--- src/rtl/mem_dump_reader.sv ---
// BRAM readback engine: reads a run of 32-bit words over the debug port
// and streams them LSB-first on a valid/ready byte interface.
module mem_dump_reader #(
  parameter int ADDR_WIDTH = 10,
  parameter int DATA_WIDTH = 32
) (
  input  logic                  clk,
  input  logic                  rst,
  input  logic                  start,
  input  logic [ADDR_WIDTH-1:0] base_addr,
  input  logic [ADDR_WIDTH-1:0] word_count,
  output logic [ADDR_WIDTH-1:0] mem_addr,
  input  logic [DATA_WIDTH-1:0] mem_data,
  output logic [7:0]            tx_data,
  output logic                  tx_valid,
  input  logic                  tx_ready,
  output logic                  busy,
  output logic                  done
);

  typedef enum logic [1:0] {
    IDLE,
    RD,
    CAP,
    SEND
  } state_e;

  state_e                  state_q, state_d;
  logic [ADDR_WIDTH-1:0]   addr_q, addr_d;
  logic [ADDR_WIDTH-1:0]   remaining_q, remaining_d;
  logic [1:0]              byte_idx_q, byte_idx_d;
  logic [DATA_WIDTH-1:0]   shift_q, shift_d;
  logic                    valid_q, valid_d;
  logic                    busy_q, busy_d;
  logic                    done_q, done_d;
  logic                    accept;
  logic                    last_byte;

  assign accept    = valid_q && tx_ready;
  assign last_byte = (byte_idx_q == 2'd3);

  always_ff @(posedge clk or negedge rst) begin
    if (!rst) begin
      state_q     <= IDLE;
      addr_q      <= '0;
      remaining_q <= '0;
      byte_idx_q  <= '0;
      shift_q     <= '0;
      valid_q     <= 1'b0;
      busy_q      <= 1'b0;
      done_q      <= 1'b0;
    end else begin
      state_q     <= state_d;
      addr_q      <= addr_d;
      remaining_q <= remaining_d;
      byte_idx_q  <= byte_idx_d;
      shift_q     <= shift_d;
      valid_q     <= valid_d;
      busy_q      <= busy_d;
      done_q      <= done_d;
    end
  end

  always_comb begin
    state_d     = state_q;
    addr_d      = addr_q;
    remaining_d = remaining_q;
    byte_idx_d  = byte_idx_q;
    shift_d     = shift_q;
    valid_d     = valid_q;
    busy_d      = busy_q;
    done_d      = 1'b0;
    unique case (state_q)
      IDLE: begin
        if (start) begin
          if (word_count != '0) begin
            addr_d      = {base_addr[ADDR_WIDTH-1:2], 2'b00};
            remaining_d = word_count;
            busy_d      = 1'b1;
            state_d     = RD;
          end else begin
            done_d = 1'b1;
          end
        end
      end
      RD: begin
        state_d = CAP;
      end
      CAP: begin
        shift_d     = mem_data;
        valid_d     = 1'b1;
        byte_idx_d  = 2'd0;
        remaining_d = remaining_q - ADDR_WIDTH'(1);
        state_d     = SEND;
      end
      SEND: begin
        // Wrap of the address is the natural modulo of the adder.
        unique case (1'b1)
          accept && !last_byte: begin
            byte_idx_d = byte_idx_q + 2'd1;
          end
          accept && last_byte && (remaining_q != '0): begin
            valid_d = 1'b0;
            addr_d  = addr_q + ADDR_WIDTH'(4);
            state_d = RD;
          end
          accept && last_byte && (remaining_q == '0): begin
            valid_d = 1'b0;
            busy_d  = 1'b0;
            done_d  = 1'b1;
            state_d = IDLE;
          end
          default: ;
        endcase
      end
      default: state_d = IDLE;
    endcase
  end

  assign mem_addr = addr_q;
  assign tx_data  = shift_q[{byte_idx_q, 3'b000} +: 8];
  assign tx_valid = valid_q;
  assign busy     = busy_q;
  assign done     = done_q;

endmodule

--- config.mk ---
export PLATFORM = sky130hd
export DESIGN_NAME = mem_dump_reader
export DESIGN_NICKNAME = d
export VERILOG_FILES = /design/src/rtl/mem_dump_reader.sv
export SDC_FILE = /design/constraint.sdc
export NUM_CORES = 1
export LEC_CHECK = 0
export CAP_MARGIN = 20
export CORE_MARGIN = 2
export CORE_UTILIZATION = 53
export CTS_CLUSTER_DIAMETER = 40
export DETAILED_ROUTE_END_ITERATION = 8
export PLACE_DENSITY = 0.94
export SYNTH_ARGS = -nofsm -noshare
export SYNTH_HDL_FRONTEND = slang
export SYNTH_SLANG_ARGS = --single-unit
--- constraint.sdc ---
create_clock -name clk -period 5.9 [get_ports clk]
set_input_delay 1.18 -clock clk [delete_from_list [all_inputs] [get_ports clk]]
set_output_delay 1.18 -clock clk [all_outputs]
set_load 0.03 [all_outputs]
==> results of run 1 <==
[registers in the layout (all words and copies together) (netlist names)]
| name | flops |
|---|---|
| busy | 1 |
| byte_idx_q | 2 |
| done | 1 |
| mem_addr | 8 |
| remaining_q | 10 |
| shift_q | 32 |
| state_q | 2 |
| tx_valid | 1 |
[worst min-delay path, stage by stage, from the launching register on]
cell and delay (ns):
dfrtp_1 0.35, nand2_1 0.05, o21ai_0 0.06
[final cells by class]
type,instances,area [µm²],share of cell area
Timing Repair Buffer,74,731,0.185
Tap cell,72,90.1,0.0228
Sequential cell,57,1430,0.362
Clock inverter,4,45.0,0.0114
Multi-Input combinational cell,192,1490,0.378
Clock buffer,11,131,0.0333
Inverter,8,30.0,0.00762
[layout by cell type (no fill, tap or decap), types with 2 or more instances in the layout]
cell,instances
o211ai_1,2
and2_1,2
o22a_1,9
nor2_1,15
a21oi_1,15
ha_1,6
o31ai_1,2
buf_4,2
a2bb2oi_1,3
a41oi_1,2
o22ai_1,2
o21ai_0,9
nor3_1,7
dfrtp_1,57
or4_1,3
nand4_1,3
clkinv_2,3
mux2_2,35
clkdlybuf4s50_1,71
nand2_1,25
nand3_1,10
a31oi_1,7
conb_1,2
inv_1,7
nor4_1,2
clkbuf_8,9
or3_1,2
and3_1,5
mux4_2,8
clkbuf_1,2
[path summary, 6_finish.rpt]
| kind | startpoint | endpoint | slack, ns | cells past startpoint |
|---|---|---|---|---|
| max in group asynchronous | rst | shift_q[22] | 4.42 | 2 |
| min in group asynchronous | rst | remaining_q[0] | 0.99 | 2 |
| max reg2reg | state_q[1] | mem_addr[2] | 3.25 | 6 |
| min reg2reg | busy | busy | 0.49 | 2 |
| min | busy | busy | 0.49 | 2 |
| max | byte_idx_q[0] | tx_data[6] | 2.49 | 2 |
[cell families after synthesis]
logic type | count (synthesis) | share of synthesized area
AO/OA/AOI/OAI | 57 | 0.127
adder cells (fa/ha/maj) | 7 | 0.0287
buffers and inverters | 26 | 0.0460
flip-flops | 57 | 0.468
multiplexers | 44 | 0.192
other | 1 | 0.00123
AND/OR/NAND/NOR | 82 | 0.137
[through the flow]
step	setup slack, ns	std cells
floorplan	3.26	275
global placement	2.63	403
detailed placement	2.56	403
CTS	2.41	418
global route	2.34	418
finish	2.49	418
[report_power, final]
group | switching, mW | internal (mW)
sequential | 0.173 | 0.585
combinational | 0.575 | 0.565
clock | 0.148 | 0.191
[per-layer routing]
metal	share of wire	GRT usage
met5	0	0
met4	0.015	0.0949
met3	0.088	0.0848
met2	0.49	0.366
met1	0.41	0.288
==> impl_metrics.py, run 1 <==
metrics = {
    "worst_setup_path": {
        "worstPathRequired_ns": 4.72,
        "end_kind": "output port",
        "cp_num_buf_inv": 1,
        "crit_slowest_cell": "dfrtp_1",
        "path_cells": "mux4_2 > clkdlybuf4s50_1",
        "worstSetupPathType": "register to output port",
        "cp_max_fo": 10,
        "critical-path-top-delay-family": "flip-flops",
        "worstSetupStartpointType": "register",
        "slowest_delay_ns": 0.70,
        "cp_data_arrival_time_ns": 2.23,
    },
    "timing": {
        "rsz0062_at_grt": "no",
        "hold_ws_ns": 0.486,
        "final_hold_viol_count": 0,
        "clock.fmax_mhz": 293,
        "setup_viol": 0,
        "drv_slew": 0,
        "slew_headroom": 0.508,
        "period_needed_ns": 3.41,
        "timing.setup.tns_ns": 0,
        "finalCritPeriodShare": 0.578,
        "finClkSkew_ns": 0.00950,
        "tightest_slew_ns": 0.738,
    },
    "layout": {
        "fillerInstances": 407,
        "area_growth_pct": 29.3,
        "diodes": 0,
        "layout-drive-gt1-share": 0.194,
        "fin_area_mm2": 0.00394,
        "nets": 405,
        "final_util": 0.712,
    },
    "floorplanning": {
        "io_pins": 77,
        "num_rows": 27,
        "core_mm2": 0.00554,
        "start_util": 0.550,
        "die_x_um": 79.9,
        "dieArea_mm2": 0.00638,
        "fp.dieH_um": 79.9,
    },
    "yosys": {
        "synth_edf_count": 0,
        "syn_area_per_cell_um2": 11.1,
        "synth_top_area_cell": "dfrtp_1",
        "yosys-top-cells-count": "57 x dfrtp_1, 35 x mux2_2, 25 x nand2_1",
        "synth_flop_cell": "dfrtp_1",
        "netlist_area_mm2": 0.00305,
        "yosysSeqAreaShare": 0.468,
        "synth_cell_types": 46,
        "synth.most_common_cell": "dfrtp_1",
        "ys_ff_latch": 57,
        "async_reset_ff_frac": 1.00,
        "synthTopCellsByArea": "dfrtp_1 47%, mux2_2 13%, mux4_2 5.9%",
        "ys_warn_count": 0,
        "synthCells": 274,
        "synth_top_area_share": 0.468,
    },
    "route": {
        "viasPerCell": 5.88,
        "first_pass_iters": 4,
        "wirelength_um": 6750,
        "route.detailed.drc": 0,
        "drt_iter0_markers": 170,
        "num_vias": 2459,
        "routedWlPerCell_um": 16.1,
        "ant_nets": 0,
    },
    "place": {
        "finalWeightedCongestion": 0.809,
        "dpl.hpwl_um": 4740,
        "port_buffers": 72,
        "placed_area_mm2": 0.00377,
    },
    "global_route": {
        "grt-ovfl-total": 0,
        "grt_pass1_vias": 2482,
        "grt_first_pass_wirelength_um": 11400,
        "antenna_found_initial": 0,
        "grt_start_max_net_pins": 63,
        "gr-usage-all-layers": 0.232,
    },
    "run_status": {
        "outcome": "completed",
    },
    "power": {
        "p_per_area_mw_per_mm2": 567,
        "leakagePower_nw": 1.57,
        "irDropWorstVdd_v": 0.000304,
        "p_total_mw": 2.24,
    },
    "cts": {
        "cts_root_buffer": "clkbuf_8",
        "cts-hold-fix-buffers": 0,
        "clock_latency_ns": 0.32,
        "clkSinkCount": 57,
        "cts_buffers": 9,
        "h-tree-depth": 3,
        "clk_pin_slew_worst_paths_ns": 0.07,
        "cts_tree": "yes",
        "post_cts_resize_count": 0,
        "cts_setup_buffers": 0,
        "clock_path_buffers": 2,
    },
    "hold_path": {
        "hold_path.class": "register to register",
    },
    "flow_run": {
        "maxCapViolCount": 0,
    },
}
Power figures use the tool's default switching activity.
==> run 2, diff against run 1 <==
- CORE_UTILIZATION: 53 -> 44
- PLACE_DENSITY: 0.94 -> 0.85
- clock period: 5.9 -> 2.8 ns (I/O delays scaled with it)
==> run 2 against run 1 <==
Against the previous run:
- hold slack lost 0.23 ns
- routed wire length rose by 1.2%
- utilization decreased by 12 points
- global-route usage fell by 3.7 points
- combinational power is 120% higher
- highest routed layer unchanged
- worst setup slack worse by 2.3 ns
==> impl_metrics.py, run 2 (synthesis gave the netlist of run 1 again) <==
metrics = {
    "global_route": {
        "antenna_found_initial": 0,
        "grt_first_pass_wirelength_um": 11400,
        "grt_start_max_net_pins": 45,
        "grt_pass1_vias": 2464,
        "grt-ovfl-total": 0,
        "gr-usage-all-layers": 0.195,
    },
    "cts": {
        "cts_buffers": 9,
        "clk_pin_slew_worst_paths_ns": 0.06,
        "clock_latency_ns": 0.33,
        "post_cts_resize_count": 0,
        "cts_tree": "yes",
        "clock_path_buffers": 2,
        "cts_setup_buffers": 0,
        "h-tree-depth": 3,
        "cts-hold-fix-buffers": 0,
        "clkSinkCount": 57,
        "cts_root_buffer": "clkbuf_8",
    },
    "timing": {
        "finClkSkew_ns": 0.0114,
        "clock.fmax_mhz": 384,
        "final_hold_viol_count": 0,
        "period_needed_ns": 2.61,
        "timing.setup.tns_ns": 0,
        "setup_ws_ns": 0.193,
        "slew_headroom": 0.578,
        "rsz0062_at_grt": "no",
        "hold_ws_ns": 0.252,
        "finalCritPeriodShare": 0.931,
        "tightest_slew_ns": 0.634,
        "drv_slew": 0,
        "setup_viol": 0,
    },
    "run_status": {
        "outcome": "completed",
    },
    "layout": {
        "layout-drive-gt1-share": 0.206,
        "final-seq-area_mm2": 0.00143,
        "fillerInstances": 559,
        "final_common_cell": "clkdlybuf4s50_1",
        "nets": 409,
        "regMostFlops": "shift_q",
        "multi_input_area_mm2": 0.00149,
        "most-common-layout-cells": "71 x clkdlybuf4s50_1, 57 x dfrtp_1, 35 x mux2_2, 25 x nand2_1",
        "diodes": 0,
        "area_growth_pct": 31.2,
        "largest_register_ffs": 32,
    },
    "power": {
        "power_frac_comb": 0.516,
        "swShare": 0.397,
        "p_clk_frac": 0.154,
        "leakagePower_nw": 1.60,
        "internal_power_mw": 2.88,
        "p_switching_mw": 1.89,
        "p_total_mw": 4.78,
        "irDropWorstVdd_v": 0.000626,
        "p_per_area_mw_per_mm2": 1190,
        "sequentialPowerShare": 0.330,
    },
    "route": {
        "ant_nets": 0,
        "route.detailed.drc": 0,
        "num_vias": 2417,
        "wirelength_um": 6830,
        "first_pass_iters": 4,
        "met1_length_um": 2900,
        "top_layer_used": "met4",
        "routedWlPerCell_um": 15.9,
        "wl_met2_um": 3300,
        "met3_length_um": 578,
        "viasPerCell": 5.63,
        "drt_iter0_markers": 140,
    },
    "place": {
        "dpl.hpwl_um": 4830,
        "port_buffers": 72,
        "finalWeightedCongestion": 0.863,
        "post-place-ws_ns": 0.298,
    },
    "worst_setup_path": {
        "end_kind": "output port",
        "cp_data_arrival_time_ns": 2.05,
        "worstSetupPathType": "register to output port",
        "worstPathRequired_ns": 2.24,
        "worstSetupStartpointType": "register",
        "cp_max_fo": 10,
    },
    "floorplanning": {
        "io_pins": 77,
        "dieArea_mm2": 0.00761,
        "die_x_um": 87.2,
        "start_util": 0.451,
        "fp.dieH_um": 87.2,
        "core_mm2": 0.00676,
        "num_rows": 30,
    },
    "hold_path": {
        "hold_path.class": "primary input to async pin",
    },
    "flow_run": {
        "maxCapViolCount": 0,
    },
}
## run 2: cell types whose count changed in the layout (fill, tap and decap cells not counted), sizes merged
| cell | change |
|---|---|
| buf | +4 |
| clkbuf | -1 |
## run 2: stage by stage
| stage | area, µm² | util | std cells |
|---|---|---|---|
| after floorplan | 3050 | - | 275 |
| after global placement | 3820 | 0.565 | 415 |
| after detailed placement | 3820 | 0.565 | 415 |
| final | 4000 | 0.592 | 429 |
| after CTS | 4000 | 0.592 | 429 |
| after global routing | 4000 | 0.592 | 429 |
## run 2: layout make-up
cell class | count | area share
Sequential cell | 57 | 0.356
Multi-Input combinational cell | 192 | 0.372
Tap cell | 80 | 0.0250
Timing Repair Buffer | 78 | 0.193
Inverter | 8 | 0.00750
Clock inverter | 4 | 0.0113
Clock buffer | 10 | 0.0344
## run 2: final timing paths
check,startpoint,endpoint,slack [ns],depth (start not counted)
worst max-delay path,byte_idx_q[0],tx_data[1],0.19,3
worst max register to register,remaining_q[0],mem_addr[9],0.43,7
min in group clk,busy,busy,0.48,2
max in group asynchronous,rst,done,1.95,2
worst min-delay path,rst,shift_q[26],0.25,1
worst min register to register,busy,busy,0.48,2
## run 2: critical path, cell delays in order (launching register included)
cell	delay [ns]
dfrtp_1	0.32
buf_4	0.23
mux4_2	0.54
clkdlybuf4s50_1	0.63
## run 2: per-layer routing
layer,vias to the layer above,GRT usage
met1,1169,0.243
met4,0,0.0713
met5,-,0
li1,1156,-
met3,5,0.0768
met2,87,0.306
## run 2: power groups by stage
| stage | Sequential, mW | Clock (mW) | Combinational, mW |
|---|---|---|---|
| 2_1_floorplan | 1.58 | 0 | 1.73 |
| 3_3_place_gp | 1.55 | 0 | 2.39 |
| 3_5_place_dp | 1.59 | 0 | 2.46 |
| 4_1_cts | 1.57 | 0.752 | 2.48 |
| 5_1_grt | 1.63 | 0.793 | 2.70 |
| 6_report | 1.58 | 0.735 | 2.46 |
==> run 3, diff against run 2 <==
- CORE_MARGIN: 2 -> not set
- PLACE_DENSITY: 0.85 -> 0.82
- clock period: 2.8 -> 2.6 ns (I/O delays scaled with it)
==> run 3 against run 2 <==
Against the previous run:
- global-route usage is 0.40 points higher
- non-clock buffer count is the same
- clock power decreased by 0.8%
- sequential power is 6% higher
- first-iteration DRC count fell by 48%
- register-to-register slack got worse by 0.13 ns
- utilization increased by 2.5 points
- clock skew down 0.0017 ns
- critical path type is now register to register
==> impl_metrics.py, run 3 (synthesis gave the netlist of run 1 again) <==
metrics = {
    "route": {
        "viasPerCell": 5.71,
        "route.detailed.drc": 0,
        "num_vias": 2445,
        "routedWlPerCell_um": 15.3,
        "ant_nets": 0,
        "wirelength_um": 6540,
        "drt_iter0_markers": 73,
        "first_pass_iters": 4,
    },
    "timing": {
        "tightest_slew_ns": 0.641,
        "slew_headroom": 0.573,
        "period_needed_ns": 2.30,
        "setup_ws_ns": 0.303,
        "timing.setup.tns_ns": 0,
        "setup_viol": 0,
        "hold_ws_ns": 0.206,
        "clock.fmax_mhz": 435,
        "rsz0062_at_grt": "no",
        "finalCritPeriodShare": 0.883,
        "drv_slew": 0,
        "final_hold_viol_count": 0,
        "finClkSkew_ns": 0.00974,
    },
    "run_status": {
        "outcome": "completed",
    },
    "cts": {
        "cts_buffers": 9,
        "clkSinkCount": 57,
        "cts_tree": "yes",
        "clock_latency_ns": 0.34,
        "clk_pin_slew_worst_paths_ns": 0.07,
        "h-tree-depth": 3,
        "cts-hold-fix-buffers": 0,
        "clock_path_buffers": 2,
        "cts_root_buffer": "clkbuf_8",
    },
    "global_route": {
        "antenna_found_initial": 0,
        "use_met1": 0.234,
        "grt_start_max_net_pins": 49,
        "grt_first_pass_wirelength_um": 11100,
        "grt-ovfl-total": 0,
        "grt_pass1_vias": 2438,
        "gr-usage-all-layers": 0.199,
        "use_met3": 0.0837,
        "busiest_layer": "met2",
        "grtUsageMet2": 0.325,
    },
    "floorplanning": {
        "dieArea_mm2": 0.00727,
        "core_mm2": 0.00653,
        "fp.dieH_um": 85.2,
        "start_util": 0.467,
        "die_x_um": 85.2,
        "num_rows": 29,
        "io_pins": 77,
    },
    "layout": {
        "area_growth_pct": 32.3,
        "diodes": 0,
        "fin_area_mm2": 0.00403,
        "final_util": 0.618,
        "final_cells": 428,
        "nets": 409,
        "final_common_cell": "clkdlybuf4s50_1",
        "most-common-layout-cells": "63 x clkdlybuf4s50_1, 57 x dfrtp_1, 35 x mux2_2, 25 x nand2_1",
        "layout-drive-gt1-share": 0.205,
        "fillerInstances": 530,
        "largest_register_ffs": 32,
        "regMostFlops": "shift_q",
    },
    "flow_run": {
        "maxCapViolCount": 0,
    },
    "place": {
        "placed_area_mm2": 0.00384,
        "post-place-ws_ns": 0.175,
        "dpl.hpwl_um": 4680,
        "dp_cells": 412,
        "finalWeightedCongestion": 0.809,
        "port_buffers": 72,
    },
    "power": {
        "irDropWorstVdd_v": 0.000657,
        "leakagePower_nw": 1.68,
        "p_total_mw": 5.07,
        "p_per_area_mw_per_mm2": 1260,
    },
    "worst_setup_path": {
        "cp_max_fo": 8,
        "worstSetupPathType": "register to register",
        "worstPathRequired_ns": 2.82,
        "worstSetupStartpointType": "register",
        "end_kind": "register",
        "cp_data_arrival_time_ns": 2.52,
    },
    "hold_path": {
        "hold_path.class": "primary input to async pin",
    },
}
==> run 3: cell count changes in the layout (fill, tap and decap cells not counted) <==
cell	previous run	this run
buf_12	1	3
buf_4	5	3
bufinv_16	1	0
clkbuf_1	0	2
clkbuf_8	10	11
clkdlybuf4s50_1	71	63
dlymetal6s2s_1	0	8
==> run 3: report_power, final <==
group          total (mW)  leakage (nW)  internal (mW)  switching, mW
Clock               0.729        0.0932          0.393          0.336
Sequential           1.68         0.658           1.33          0.356
Combinational        2.66         0.925           1.34           1.31
Total                5.07          1.68           3.06           2.01
==> run 3: layer usage <==
metal,part of all wire,wire [µm]
met5,0,0
met4,0.0063,41
met3,0.090,589
met2,0.48,3160
met1,0.42,2750
==> run 3: cell type report <==
type | instances | area (µm²) | area share
inverters | 8 | 30.0 | 0.00744
clock buffers | 13 | 159 | 0.0394
flip-flops and latches | 57 | 1430 | 0.354
clock inverters | 3 | 15.0 | 0.00372
well taps | 77 | 96.3 | 0.0239
multi-input cells | 192 | 1490 | 0.369
repair buffers | 78 | 818 | 0.203
==> run 3: final timing paths <==
path | slack, ns | end | depth (start not counted) | startpoint
max | 0.30 | mem_addr[9] | 7 | remaining_q[0]
min | 0.21 | remaining_q[3] | 1 | rst
max reg2reg | 0.30 | mem_addr[9] | 7 | remaining_q[0]
min reg2reg | 0.49 | busy | 2 | busy
max in group asynchronous | 1.80 | remaining_q[9] | 2 | rst
min in group clk | 0.49 | busy | 2 | busy
==> run 3: critical path, stage by stage (launching register included) <==
cell and delay [ns]:
dfrtp_1 0.42, inv_1 0.07, ha_1 0.21, or4b_4 0.53
or3_1 0.51, and2_4 0.20, o31ai_2 0.16, nor3_1 0.08
==> run 3: timing repair <==
action	CTS	global route
endpoints found under the hold margin	0	0
gates resized for setup	0	8
buffers inserted	0	0
endpoints found under the setup margin	0	8
